<file path="src/rtl/div_8x4_if.sv">
// rtl/div_8x4_if.sv - operand/result bundle for the 8x4 sequential divider
interface div_8x4_if;
   logic       start;
   logic [7:0] A;
   logic [3:0] B;
   logic [7:0] Q;
   logic [3:0] R;
   logic       Finish;
   logic       DZ;

   modport master (output start, A, B, input Q, R, Finish, DZ);
   modport slave  (input start, A, B, output Q, R, Finish, DZ);
endinterface

</file>
<file path="src/rtl/div_8x4.sv">
// rtl/div_8x4.sv - restoring shift/subtract 8-bit by 4-bit unsigned divider
// One quotient bit per clock; a zero divisor bypasses RUN and reports DZ.
module div_8x4 (
   input  logic       clk,
   input  logic       reset,
   div_8x4_if.slave   bus
);
   typedef enum logic [1:0] {S_IDLE, S_RUN, S_DONE} state_t;

   state_t     r_state;
   logic [7:0] r_w;
   logic [3:0] r_d;
   logic [3:0] r_p;
   logic [2:0] r_count;
   logic [7:0] r_q;
   logic [3:0] r_r;
   logic       r_finish;
   logic       r_dz;

   logic [4:0] w_t;
   logic [4:0] w_diff;
   logic       w_qbit;

   // Partial remainder shifted left with the next dividend bit brought in.
   assign w_t    = {r_p, r_w[7]};
   assign w_qbit = (w_t >= {1'b0, r_d});
   assign w_diff = w_t - {1'b0, r_d};

   always_ff @(posedge clk or posedge reset) begin
      if (reset) begin
         r_state  <= S_IDLE;
         r_w      <= 8'd0;
         r_d      <= 4'd0;
         r_p      <= 4'd0;
         r_count  <= 3'd0;
         r_q      <= 8'd0;
         r_r      <= 4'd0;
         r_finish <= 1'b0;
         r_dz     <= 1'b0;
      end else begin
         r_finish <= 1'b0;
         case (r_state)
            S_IDLE: begin
               if (bus.start) begin
                  r_w     <= bus.A;
                  r_d     <= bus.B;
                  r_p     <= 4'd0;
                  r_count <= 3'd0;
                  r_state <= (bus.B != 4'd0) ? S_RUN : S_DONE;
               end
            end
            S_RUN: begin
               r_p     <= w_qbit ? w_diff[3:0] : w_t[3:0];
               r_w     <= {r_w[6:0], w_qbit};
               r_count <= r_count + 3'd1;
               if (r_count == 3'd7) begin
                  r_state <= S_DONE;
               end
            end
            S_DONE: begin
               if (r_d == 4'd0) begin
                  r_q  <= 8'hFF;
                  r_r  <= 4'h0;
                  r_dz <= 1'b1;
               end else begin
                  r_q  <= r_w;
                  r_r  <= r_p;
                  r_dz <= 1'b0;
               end
               r_finish <= 1'b1;
               r_state  <= S_IDLE;
            end
            default: r_state <= S_IDLE;
         endcase
      end
   end

   assign bus.Q      = r_q;
   assign bus.R      = r_r;
   assign bus.Finish = r_finish;
   assign bus.DZ     = r_dz;
endmodule

</file>
<file path="src/flat_wrapper.sv">
// flat-port wrapper written by rule: the top's interface ports become plain ports
module div_8x4_flat 
  (clk, reset, bus_start, bus_A, bus_B, bus_Q, bus_R, bus_Finish, bus_DZ);
  div_8x4_if bus_i ();
  input  logic clk;
  input  logic reset;
  input wire logic [$bits(bus_i.start)-1:0] bus_start;
  input wire logic [$bits(bus_i.A)-1:0] bus_A;
  input wire logic [$bits(bus_i.B)-1:0] bus_B;
  output wire logic [$bits(bus_i.Q)-1:0] bus_Q;
  output wire logic [$bits(bus_i.R)-1:0] bus_R;
  output wire logic [$bits(bus_i.Finish)-1:0] bus_Finish;
  output wire logic [$bits(bus_i.DZ)-1:0] bus_DZ;
  assign bus_i.start = bus_start;
  assign bus_i.A = bus_A;
  assign bus_i.B = bus_B;
  assign bus_Q = bus_i.Q;
  assign bus_R = bus_i.R;
  assign bus_Finish = bus_i.Finish;
  assign bus_DZ = bus_i.DZ;
  div_8x4 u_core (.clk(clk), .reset(reset), .bus(bus_i));
endmodule
</file>
<file path="config.mk">
export PLATFORM = sky130hd
export DESIGN_NAME = div_8x4_flat
export DESIGN_NICKNAME = d
export VERILOG_FILES = /design/src/rtl/div_8x4_if.sv /design/src/rtl/div_8x4.sv /design/src/flat_wrapper.sv
export SDC_FILE = /design/constraint.sdc
export NUM_CORES = 1
export LEC_CHECK = 0
export CORE_ASPECT_RATIO = 0.9
export CORE_MARGIN = 1
export CORE_UTILIZATION = 43
export DETAILED_ROUTE_END_ITERATION = 10
export GPL_TIMING_DRIVEN = 0
export HOLD_SLACK_MARGIN = 0.02
export PLACE_DENSITY = 0.78
export SYNTH_ARGS = -nofsm -noshare
export SYNTH_HDL_FRONTEND = slang
export SYNTH_SLANG_ARGS = --single-unit
</file>
<file path="constraint.sdc">
create_clock -name clk -period 2.2 [get_ports clk]
set_input_delay 0.44 -clock clk [delete_from_list [all_inputs] [get_ports clk]]
set_output_delay 0.44 -clock clk [all_outputs]
set_load 0.01 [all_outputs]
</file>
==> impl_results.html, run 1 <==
<table>
<tr><th>Metric</th><th>Value</th></tr>
<tr><th colspan="2">GRT</th></tr>
<tr><td>First-pass GRT wire length</td><td>~5.4 mm</td></tr>
<tr><td>Remaining global-route overflow</td><td>0</td></tr>
<tr><td>Total routing usage reported by global routing</td><td>17.91%</td></tr>
<tr><td>Antenna violations before repair</td><td>0</td></tr>
<tr><td>Vias in the first global route</td><td>between 1000 and 1500</td></tr>
<tr><td>Maximum number of pins on one net before global-route repair</td><td>36</td></tr>
<tr><th colspan="2">Synth</th></tr>
<tr><td>Most instantiated flip-flop cell in the synthesis netlist</td><td>sky130_fd_sc_hd__dfrtp_1</td></tr>
<tr><td>Average cell area after synthesis</td><td>10.91 sq um</td></tr>
<tr><td>Number of cells produced by synthesis</td><td>153</td></tr>
<tr><td>Top cell type's share of synthesized area</td><td>between 50% and 60%</td></tr>
<tr><td>Cell Area, Synth</td><td>1669 sq um</td></tr>
<tr><td>Number of distinct library cells after synthesis</td><td>35</td></tr>
<tr><td>Async set-reset flop share out of synthesis</td><td>between 90% and 100%</td></tr>
<tr><td>Most instantiated cells after synthesis</td><td>sky130_fd_sc_hd__dfrtp_1 (35), sky130_fd_sc_hd__o21ai_0 (14), sky130_fd_sc_hd__a21oi_1 (11), sky130_fd_sc_hd__nand2_1 (10), sky130_fd_sc_hd__nor2b_1 (10)</td></tr>
<tr><td>Leading cell type by number of instances after synthesis</td><td>sky130_fd_sc_hd__dfrtp_1</td></tr>
<tr><td>Number of synthesized flops with an enable pin</td><td>0</td></tr>
<tr><td>Post-synth top area cell</td><td>sky130_fd_sc_hd__dfrtp_1</td></tr>
<tr><td>Post-synthesis register bit count</td><td>35</td></tr>
<tr><td>Post-Synthesis Net Count</td><td>175</td></tr>
<tr><td>Count of synthesis-stage warnings from yosys</td><td>0</td></tr>
<tr><td>Top area cells in the synthesized netlist</td><td>sky130_fd_sc_hd__dfrtp_1 (52%), sky130_fd_sc_hd__ha_1 (4.5%), sky130_fd_sc_hd__o21ai_0 (4.2%), sky130_fd_sc_hd__nor2b_1 (3.7%), sky130_fd_sc_hd__o22a_1 (3.7%)</td></tr>
<tr><td>Post-synthesis sequential area ratio</td><td>between 50% and 60%</td></tr>
<tr><th colspan="2">STA</th></tr>
<tr><td>Measured slew at the worst slew-check pin</td><td>0.7111 ns</td></tr>
<tr><td>Final-report hold violation count</td><td>0</td></tr>
<tr><td>Clk_skew</td><td>0.006444 ns</td></tr>
<tr><td>RSZ-0062 raised after global routing</td><td>false</td></tr>
<tr><td>Final Hold Slack</td><td>slightly below 0.5 ns</td></tr>
<tr><td>FMAX</td><td>about 0.54 GHz</td></tr>
<tr><td>Shortest clock period the worst path allows after layout</td><td>1.841 ns</td></tr>
<tr><td>Final-report max-slew violation count</td><td>0</td></tr>
<tr><td>Summed negative setup slack over all endpoints</td><td>0 ns</td></tr>
<tr><td>Slew margin rel.</td><td>between 50 and 60%</td></tr>
<tr><td>Number of setup violations in the final report</td><td>0</td></tr>
<tr><td>Tcrit/Tclk final</td><td>83.70%</td></tr>
<tr><th colspan="2">Setup path</th></tr>
<tr><td>Arrival time of data at the critical path endpoint</td><td>about 2.0 ns</td></tr>
<tr><td>Biggest fanout along the worst timing path</td><td>7</td></tr>
<tr><td>Cell-by-cell trace of the critical path</td><td>inv_1 &gt; ha_1 &gt; nand2b_1 &gt; a211oi_2 &gt; o21a_1 &gt; nand3_1 &gt; o311ai_0</td></tr>
<tr><td>Nature of the critical path endpoint</td><td>register</td></tr>
<tr><td>Worst Path Class, Setup</td><td>register to register</td></tr>
<tr><td>Required time worst endpoint</td><td>2.37 ns</td></tr>
<tr><td>Max stage delay cell, worst path</td><td>sky130_fd_sc_hd__dfrtp_1</td></tr>
<tr><td>Peak per-stage delay on the critical path</td><td>0.40 ns</td></tr>
<tr><td>Nature of the critical path startpoint</td><td>register</td></tr>
<tr><th colspan="2">Power</th></tr>
<tr><td>Peak VDD IR</td><td>0.6230 mV</td></tr>
<tr><td>Areal power density over the cells</td><td>1445 nW/um^2</td></tr>
<tr><td>Leak Pwr</td><td>0.8929 nW</td></tr>
<tr><th colspan="2">Placed design</th></tr>
<tr><td>Routability congestion estimate</td><td>0.8598</td></tr>
<tr><td>HPWL after detailed placement</td><td>2.485 mm</td></tr>
<tr><td>Placed standard-cell area</td><td>1997 sq um</td></tr>
<tr><td>Buffers on Ports</td><td>27</td></tr>
<tr><th colspan="2">Routing</th></tr>
<tr><td>Final routed DRC violation total</td><td>0</td></tr>
<tr><td>Detail-routed via count per cell</td><td>5.521</td></tr>
<tr><td>Total Wirelength</td><td>3.301 mm</td></tr>
<tr><td>Antenna viol nets, final</td><td>0</td></tr>
<tr><td>Total number of vias</td><td>1292</td></tr>
<tr><td>Drt initial violations</td><td>94</td></tr>
<tr><td>Number of iterations in the first detailed-routing pass</td><td>4</td></tr>
<tr><td>Wire per inst</td><td>~14 um</td></tr>
<tr><th colspan="2">Min path</th></tr>
<tr><td>Class of the tightest hold or removal check</td><td>register to register</td></tr>
<tr><th colspan="2">Final layout</th></tr>
<tr><td>Area overhead of the layout relative to synthesis</td><td>24.74%</td></tr>
<tr><td>End-of-flow core utilization</td><td>56.20%</td></tr>
<tr><td>Fill cell count</td><td>approximately 310</td></tr>
<tr><td>Ant diodes</td><td>0</td></tr>
<tr><td>Post-route standard cell area excluding fillers</td><td>2082 sq um</td></tr>
<tr><td>Number of nets at the end of the flow</td><td>roughly 210</td></tr>
<tr><td>Fraction of layout cells with a size suffix above 1</td><td>10.11%</td></tr>
<tr><th colspan="2">Die</th></tr>
<tr><td>Area inside the core boundary</td><td>3705 sq um</td></tr>
<tr><td>Starting density of the core</td><td>approximately 45%</td></tr>
<tr><td>Full die area</td><td>4135 sq um</td></tr>
<tr><td>Number of placement rows</td><td>21</td></tr>
<tr><td>Overall die width</td><td>between 60 and 70 um</td></tr>
<tr><td>Die height</td><td>61.11 um</td></tr>
<tr><td>I/O pins</td><td>29</td></tr>
<tr><th colspan="2">Clock network</th></tr>
<tr><td>Max clock buf depth</td><td>2</td></tr>
<tr><td>H-Tree Level Count</td><td>2</td></tr>
<tr><td>Clock network latency to the later pin of the worst-skew pair</td><td>between 0.2 and 0.3 ns</td></tr>
<tr><td>Cts bufs inserted</td><td>5</td></tr>
<tr><td>Total of cells resized after clock tree synthesis</td><td>0</td></tr>
<tr><td>Number of buffers inserted for hold repair after clock tree synthesis</td><td>0</td></tr>
<tr><td>Register clock-pin slew on the reported worst setup and hold paths</td><td>0.07 ns</td></tr>
<tr><td>Number of post-CTS setup repair buffers</td><td>0</td></tr>
<tr><td># clock sinks</td><td>35</td></tr>
<tr><td>TritonCTS clock tree</td><td>done</td></tr>
<tr><td>Clock Root Buffer</td><td>sky130_fd_sc_hd__clkbuf_8</td></tr>
<tr><th colspan="2">Run status</th></tr>
<tr><td>Status</td><td>finished, final reports clean</td></tr>
<tr><th colspan="2">Flow run</th></tr>
<tr><td>Number of violations of the max-capacitance limit</td><td>0</td></tr>
</table>
[cell families (layout without fill, tap and decap cells)]
kind of cell               count (synthesis)  after routing  share of synthesized area [%]
muxes                                      1              1                         0.6746
adders and majority gates                  7              7                          5.697
buffers and inverters                     13             48                          3.748
DFF                                       35             35                          52.47
and+or+nand+nor                           39             39                          13.27
xor gates and xnor gates                   2              2                          1.050
AOI/OAI and AO/OA                         56             56                          23.09
[cell type report]
class / instances / area, sq um / area share (%)
Multi-Input combinational cell: 105 / 730.7 / 35.10
Buffer: 6 / 36.28 / 1.743
Clock buffer: 6 / 72.57 / 3.486
Tap cell: 46 / 57.56 / 2.764
Timing Repair Buffer: 27 / 270.3 / 12.98
Clock inverter: 2 / 12.51 / 0.6010
Sequential cell: 35 / 875.8 / 42.07
Inverter: 7 / 26.28 / 1.262
[cells in the final DEF, fill, tap and decap left out, types with 2 or more instances in the layout]
cell	netlist	layout
sky130_fd_sc_hd__o21ai_0	14	14
sky130_fd_sc_hd__a21oi_1	11	11
sky130_fd_sc_hd__o22a_1	7	7
sky130_fd_sc_hd__a22oi_1	8	8
sky130_fd_sc_hd__nor2b_1	10	10
sky130_fd_sc_hd__buf_4	3	3
sky130_fd_sc_hd__o311ai_0	3	3
sky130_fd_sc_hd__ha_1	6	6
sky130_fd_sc_hd__nand3_1	3	3
sky130_fd_sc_hd__clkbuf_1	1	2
sky130_fd_sc_hd__inv_1	7	6
sky130_fd_sc_hd__nor2_1	4	4
sky130_fd_sc_hd__dfrtp_1	35	35
sky130_fd_sc_hd__nand2b_1	5	5
sky130_fd_sc_hd__a22o_1	5	5
sky130_fd_sc_hd__clkdlybuf4s50_1	0	27
sky130_fd_sc_hd__clkbuf_8	0	5
sky130_fd_sc_hd__nand2_1	10	10
sky130_fd_sc_hd__buf_2	2	2
sky130_fd_sc_hd__o21bai_1	2	2
[where the power goes]
group,total [W],internal (W),switching (W)
clock network,0.000450,0.000221,0.000229
registers,0.00117,0.000939,0.000227
logic,0.00139,0.000726,0.000669
total,0.00301,0.00189,0.00112
[flip-flops by register name, indices dropped and copies added (netlist names)]
| signal | count |
|---|---|
| u_core.bus.Q | 8 |
| u_core.bus.Finish | 1 |
| u_core.bus.R | 4 |
| u_core.r_state | 2 |
| u_core.r_p | 4 |
| u_core.r_count | 3 |
| u_core.r_d | 4 |
| u_core.bus.DZ | 1 |
| u_core.r_w | 8 |
[path summary, 6_finish.rpt]
| check | from | end | slack, ns | cells past startpoint |
|---|---|---|---|---|
| worst max-delay path | u_core.r_w[7] | u_core.r_p[1] | 0.36 | 7 |
| worst min-delay path | u_core.bus.R[0] | u_core.bus.R[0] | 0.48 | 2 |
| worst max register to register | u_core.r_w[7] | u_core.r_p[1] | 0.36 | 7 |
| worst min register to register | u_core.bus.R[0] | u_core.bus.R[0] | 0.48 | 2 |
| max in group asynchronous | reset | u_core.r_state[1] | 1.15 | 2 |
| min in group asynchronous | reset | u_core.bus.Q[5] | 0.59 | 2 |
[metal layers]
layer / up-vias / routed length, um / track usage [%]
li1: 629 / - / -
met5: - / 0 / 0
met3: 7 / 149 / 4.815
met2: 33 / 1468 / 25.88
met4: 0 / 55 / 7.295
met1: 623 / 1628 / 25.41
[through the flow]
stage | setup WS (ns) | std cells | power (W)
after floorplan | 0.5777 | 153 | 0.002088
after global placement | 0.2571 | 226 | 0.002501
after detailed placement | 0.1880 | 226 | 0.002570
after CTS | 0.3680 | 234 | 0.003024
after global routing | 0.1976 | 234 | 0.003247
final | 0.3586 | 234 | 0.003009
[critical path, delay by kind of cell, from the launching register on]
kind	cells	cell delay (ns)
and+or+nand+nor	2	0.27
adders and majority gates	1	0.25
DFF	1	0.40
AOI/OAI and AO/OA	3	0.68
buffers and inverters	1	0.12
Note: power is estimated with default switching activity, not from simulation.
==> run 2, diff against run 1 <==
Clock period 2.2 ns to 1.7 ns, I/O delays scaled along.
==> run 2 against run 1 <==
- via count up 1.9%
- routed wire length grew 6.0%
- sequential share of layout area fell by 2.0 points
==> impl_results.html, run 2 (synthesized netlist as in run 1, its figures left out) <==
<table>
<tr><th>Metric</th><th>Value</th></tr>
<tr><th colspan="2">Die</th></tr>
<tr><td>I/O pins</td><td>29</td></tr>
<tr><td>Starting density of the core</td><td>around 45%</td></tr>
<tr><td>Number of placement rows</td><td>21</td></tr>
<tr><td>Full die area</td><td>4135 sq um</td></tr>
<tr><td>Overall die width</td><td>67.67 um</td></tr>
<tr><td>Die height</td><td>roughly 60 um</td></tr>
<tr><td>Area inside the core boundary</td><td>3705 sq um</td></tr>
<tr><th colspan="2">Placed design</th></tr>
<tr><td>HPWL after detailed placement</td><td>about 2.5 mm</td></tr>
<tr><td>Placement-stage worst setup slack</td><td>-0.2120 ns</td></tr>
<tr><td>Buffers on Ports</td><td>27</td></tr>
<tr><td>Routability congestion estimate</td><td>0.8598</td></tr>
<tr><td>Placed standard-cell area</td><td>between 1500 and 2000 sq um</td></tr>
<tr><th colspan="2">Clock network</th></tr>
<tr><td>Cts bufs inserted</td><td>5</td></tr>
<tr><td># clock sinks</td><td>35</td></tr>
<tr><td>Max clock buf depth</td><td>2</td></tr>
<tr><td>H-Tree Level Count</td><td>2</td></tr>
<tr><td>Register clock-pin slew on the reported worst setup and hold paths</td><td>0.07 ns</td></tr>
<tr><td>Number of buffers inserted for hold repair after clock tree synthesis</td><td>0</td></tr>
<tr><td>TritonCTS clock tree</td><td>done</td></tr>
<tr><td>Clock network latency to the later pin of the worst-skew pair</td><td>0.28 ns</td></tr>
<tr><td>Clock Root Buffer</td><td>sky130_fd_sc_hd__clkbuf_8</td></tr>
<tr><th colspan="2">Min path</th></tr>
<tr><td>HP Start</td><td>bus_start</td></tr>
<tr><td>Class of the tightest hold or removal check</td><td>input port to register</td></tr>
<tr><th colspan="2">STA</th></tr>
<tr><td>Measured slew at the worst slew-check pin</td><td>0.7147 ns</td></tr>
<tr><td>Final-report hold violation count</td><td>0</td></tr>
<tr><td>Setup WS post-layout</td><td>0.002529 ns</td></tr>
<tr><td>Number of setup violations in the final report</td><td>0</td></tr>
<tr><td>FMAX</td><td>0.5891 GHz</td></tr>
<tr><td>Shortest clock period the worst path allows after layout</td><td>~1.7 ns</td></tr>
<tr><td>Final Hold Slack</td><td>0.4714 ns</td></tr>
<tr><td>Clk_skew</td><td>0.005859 ns</td></tr>
<tr><td>Final-report max-slew violation count</td><td>0</td></tr>
<tr><td>Slew margin rel.</td><td>52.29%</td></tr>
<tr><td>RSZ-0062 raised after global routing</td><td>true</td></tr>
<tr><td>Tcrit/Tclk final</td><td>about 100%</td></tr>
<tr><th colspan="2">Setup path</th></tr>
<tr><td>Arrival time of data at the critical path endpoint</td><td>1.87 ns</td></tr>
<tr><td>Nature of the critical path endpoint</td><td>register</td></tr>
<tr><td>Max stage delay cell, worst path</td><td>sky130_fd_sc_hd__dfrtp_1</td></tr>
<tr><td>Nature of the critical path startpoint</td><td>register</td></tr>
<tr><td>Required time worst endpoint</td><td>1.87 ns</td></tr>
<tr><td>Worst setup path startpoint</td><td>u_core.r_w[7]</td></tr>
<tr><td>Biggest fanout along the worst timing path</td><td>3</td></tr>
<tr><td>Peak per-stage delay on the critical path</td><td>just under 0.4 ns</td></tr>
<tr><td>Worst Path Class, Setup</td><td>register to register</td></tr>
<tr><td>Worst flop-to-flop path startpoint</td><td>u_core.r_w[7]</td></tr>
<tr><td>Cell-by-cell trace of the critical path</td><td>inv_2 &gt; ha_4 &gt; nand2b_4 &gt; a211oi_4 &gt; or3_1 &gt; a21oi_1 &gt; a221o_1</td></tr>
<tr><th colspan="2">Final layout</th></tr>
<tr><td>Most frequent cells in the layout</td><td>sky130_fd_sc_hd__dfrtp_1 (35), sky130_fd_sc_hd__clkdlybuf4s50_1 (27), sky130_fd_sc_hd__o21ai_0 (14)</td></tr>
<tr><td>Fill cell count</td><td>approximately 300</td></tr>
<tr><td>Area used by sequential logic in the layout</td><td>875.8 sq um</td></tr>
<tr><td>Commonest non-fill, non-tap cell in the layout</td><td>sky130_fd_sc_hd__dfrtp_1</td></tr>
<tr><td>End-of-flow core utilization</td><td>59.07%</td></tr>
<tr><td>Ant diodes</td><td>0</td></tr>
<tr><td>Post-route standard cell area excluding fillers</td><td>2188 sq um</td></tr>
<tr><td>Fraction of layout cells with a size suffix above 1</td><td>16.49%</td></tr>
<tr><td>Area overhead of the layout relative to synthesis</td><td>31.11%</td></tr>
<tr><td>Multi-input gate area</td><td>792.0 sq um</td></tr>
<tr><td>Number of nets at the end of the flow</td><td>215</td></tr>
<tr><th colspan="2">Power</th></tr>
<tr><td>Power, Total</td><td>about 0.0043 W</td></tr>
<tr><td>Peak VDD IR</td><td>0.8996 mV</td></tr>
<tr><td>Leak Pwr</td><td>between 0.9 and 1 nW</td></tr>
<tr><td>Areal power density over the cells</td><td>1957 nW/um^2</td></tr>
<tr><th colspan="2">Run status</th></tr>
<tr><td>Status</td><td>finished, final reports clean</td></tr>
<tr><th colspan="2">GRT</th></tr>
<tr><td>Antenna violations before repair</td><td>0</td></tr>
<tr><td>Vias in the first global route</td><td>1169</td></tr>
<tr><td>First-pass GRT wire length</td><td>5.430 mm</td></tr>
<tr><td>Total routing usage reported by global routing</td><td>17.99%</td></tr>
<tr><td>Remaining global-route overflow</td><td>0</td></tr>
<tr><td>Maximum number of pins on one net before global-route repair</td><td>36</td></tr>
<tr><th colspan="2">Routing</th></tr>
<tr><td>Number of iterations in the first detailed-routing pass</td><td>4</td></tr>
<tr><td>Total number of vias</td><td>1316</td></tr>
<tr><td>Final routed DRC violation total</td><td>0</td></tr>
<tr><td>Wire per inst</td><td>14.58 um</td></tr>
<tr><td>Drt initial violations</td><td>83</td></tr>
<tr><td>Detail-routed via count per cell</td><td>between 5 and 6</td></tr>
<tr><td>Antenna viol nets, final</td><td>0</td></tr>
<tr><td>Total Wirelength</td><td>between 3 and 4 mm</td></tr>
<tr><th colspan="2">Flow run</th></tr>
<tr><td>Number of violations of the max-capacitance limit</td><td>0</td></tr>
</table>
## run 2: cell types whose count changed in the layout (fill, tap and decap cells not counted), sizes merged
cell / change
buf: +6
## run 2: path summary, 6_finish.rpt
| check | to | slack, ns | cells after the start |
|---|---|---|---|
| hold / removal | u_core.r_w[1] | 0.47 | 4 |
| min in group asynchronous | u_core.bus.Q[4] | 0.50 | 2 |
| setup reg to reg | u_core.r_p[3] | 0.003 | 7 |
| max in group asynchronous | u_core.r_state[1] | 0.74 | 2 |
| setup / recovery | u_core.r_p[3] | 0.003 | 7 |
| hold reg to reg | u_core.bus.R[0] | 0.48 | 2 |
## run 2: repair_timing
item                       4_1_cts  5_1_grt
pin swaps                        1        4
resized for setup                4        5
setup endpoints to repair        5        4
gates cloned                     0        0
setup buffers                    1        5
## run 2: critical path, delay by kind of cell, from the launching register on
family          cells  cell delay [ns]
compound gates      3             0.58
flops               1             0.39
buf+inv             1             0.11
fa+ha+maj           1             0.22
simple gates        2             0.29
## run 2: per-layer routing
| layer | wire length, um | vias to the layer above | part of all wire (%) | global-route usage, % |
|---|---|---|---|---|
| met5 | 0 | - | 0 | 0 |
| met4 | 56 | 0 | 1.6 | 7.295 |
| met3 | 128 | 7 | 3.7 | 4.815 |
| met2 | 1657 | 26 | 47 | 25.88 |
| met1 | 1655 | 643 | 47 | 25.68 |
| li1 | - | 640 | - | - |
## run 2: cell type report
type / instances / share of cell area [%]
sequential: 35 / 40.02
multi-input combinational: 105 / 36.19
timing repair buffer: 33 / 14.41
clock buffer: 6 / 3.316
tap: 46 / 2.630
buffer: 6 / 1.658
inverter: 7 / 1.201
clock inverter: 2 / 0.5718
## run 2: where the power goes
group	switching (W)	total, W	internal, W
registers	0.000308	0.00152	0.00121
logic	0.000992	0.00218	0.00119
clock network	0.000294	0.000580	0.000286
## run 2: per-stage QoR
step,setup TNS [ns],cells
detailed placement,-7.700,226
global route,-0.1598,240
CTS,0,235
finish,0,240
floorplan,0,153
global placement,-5.276,226
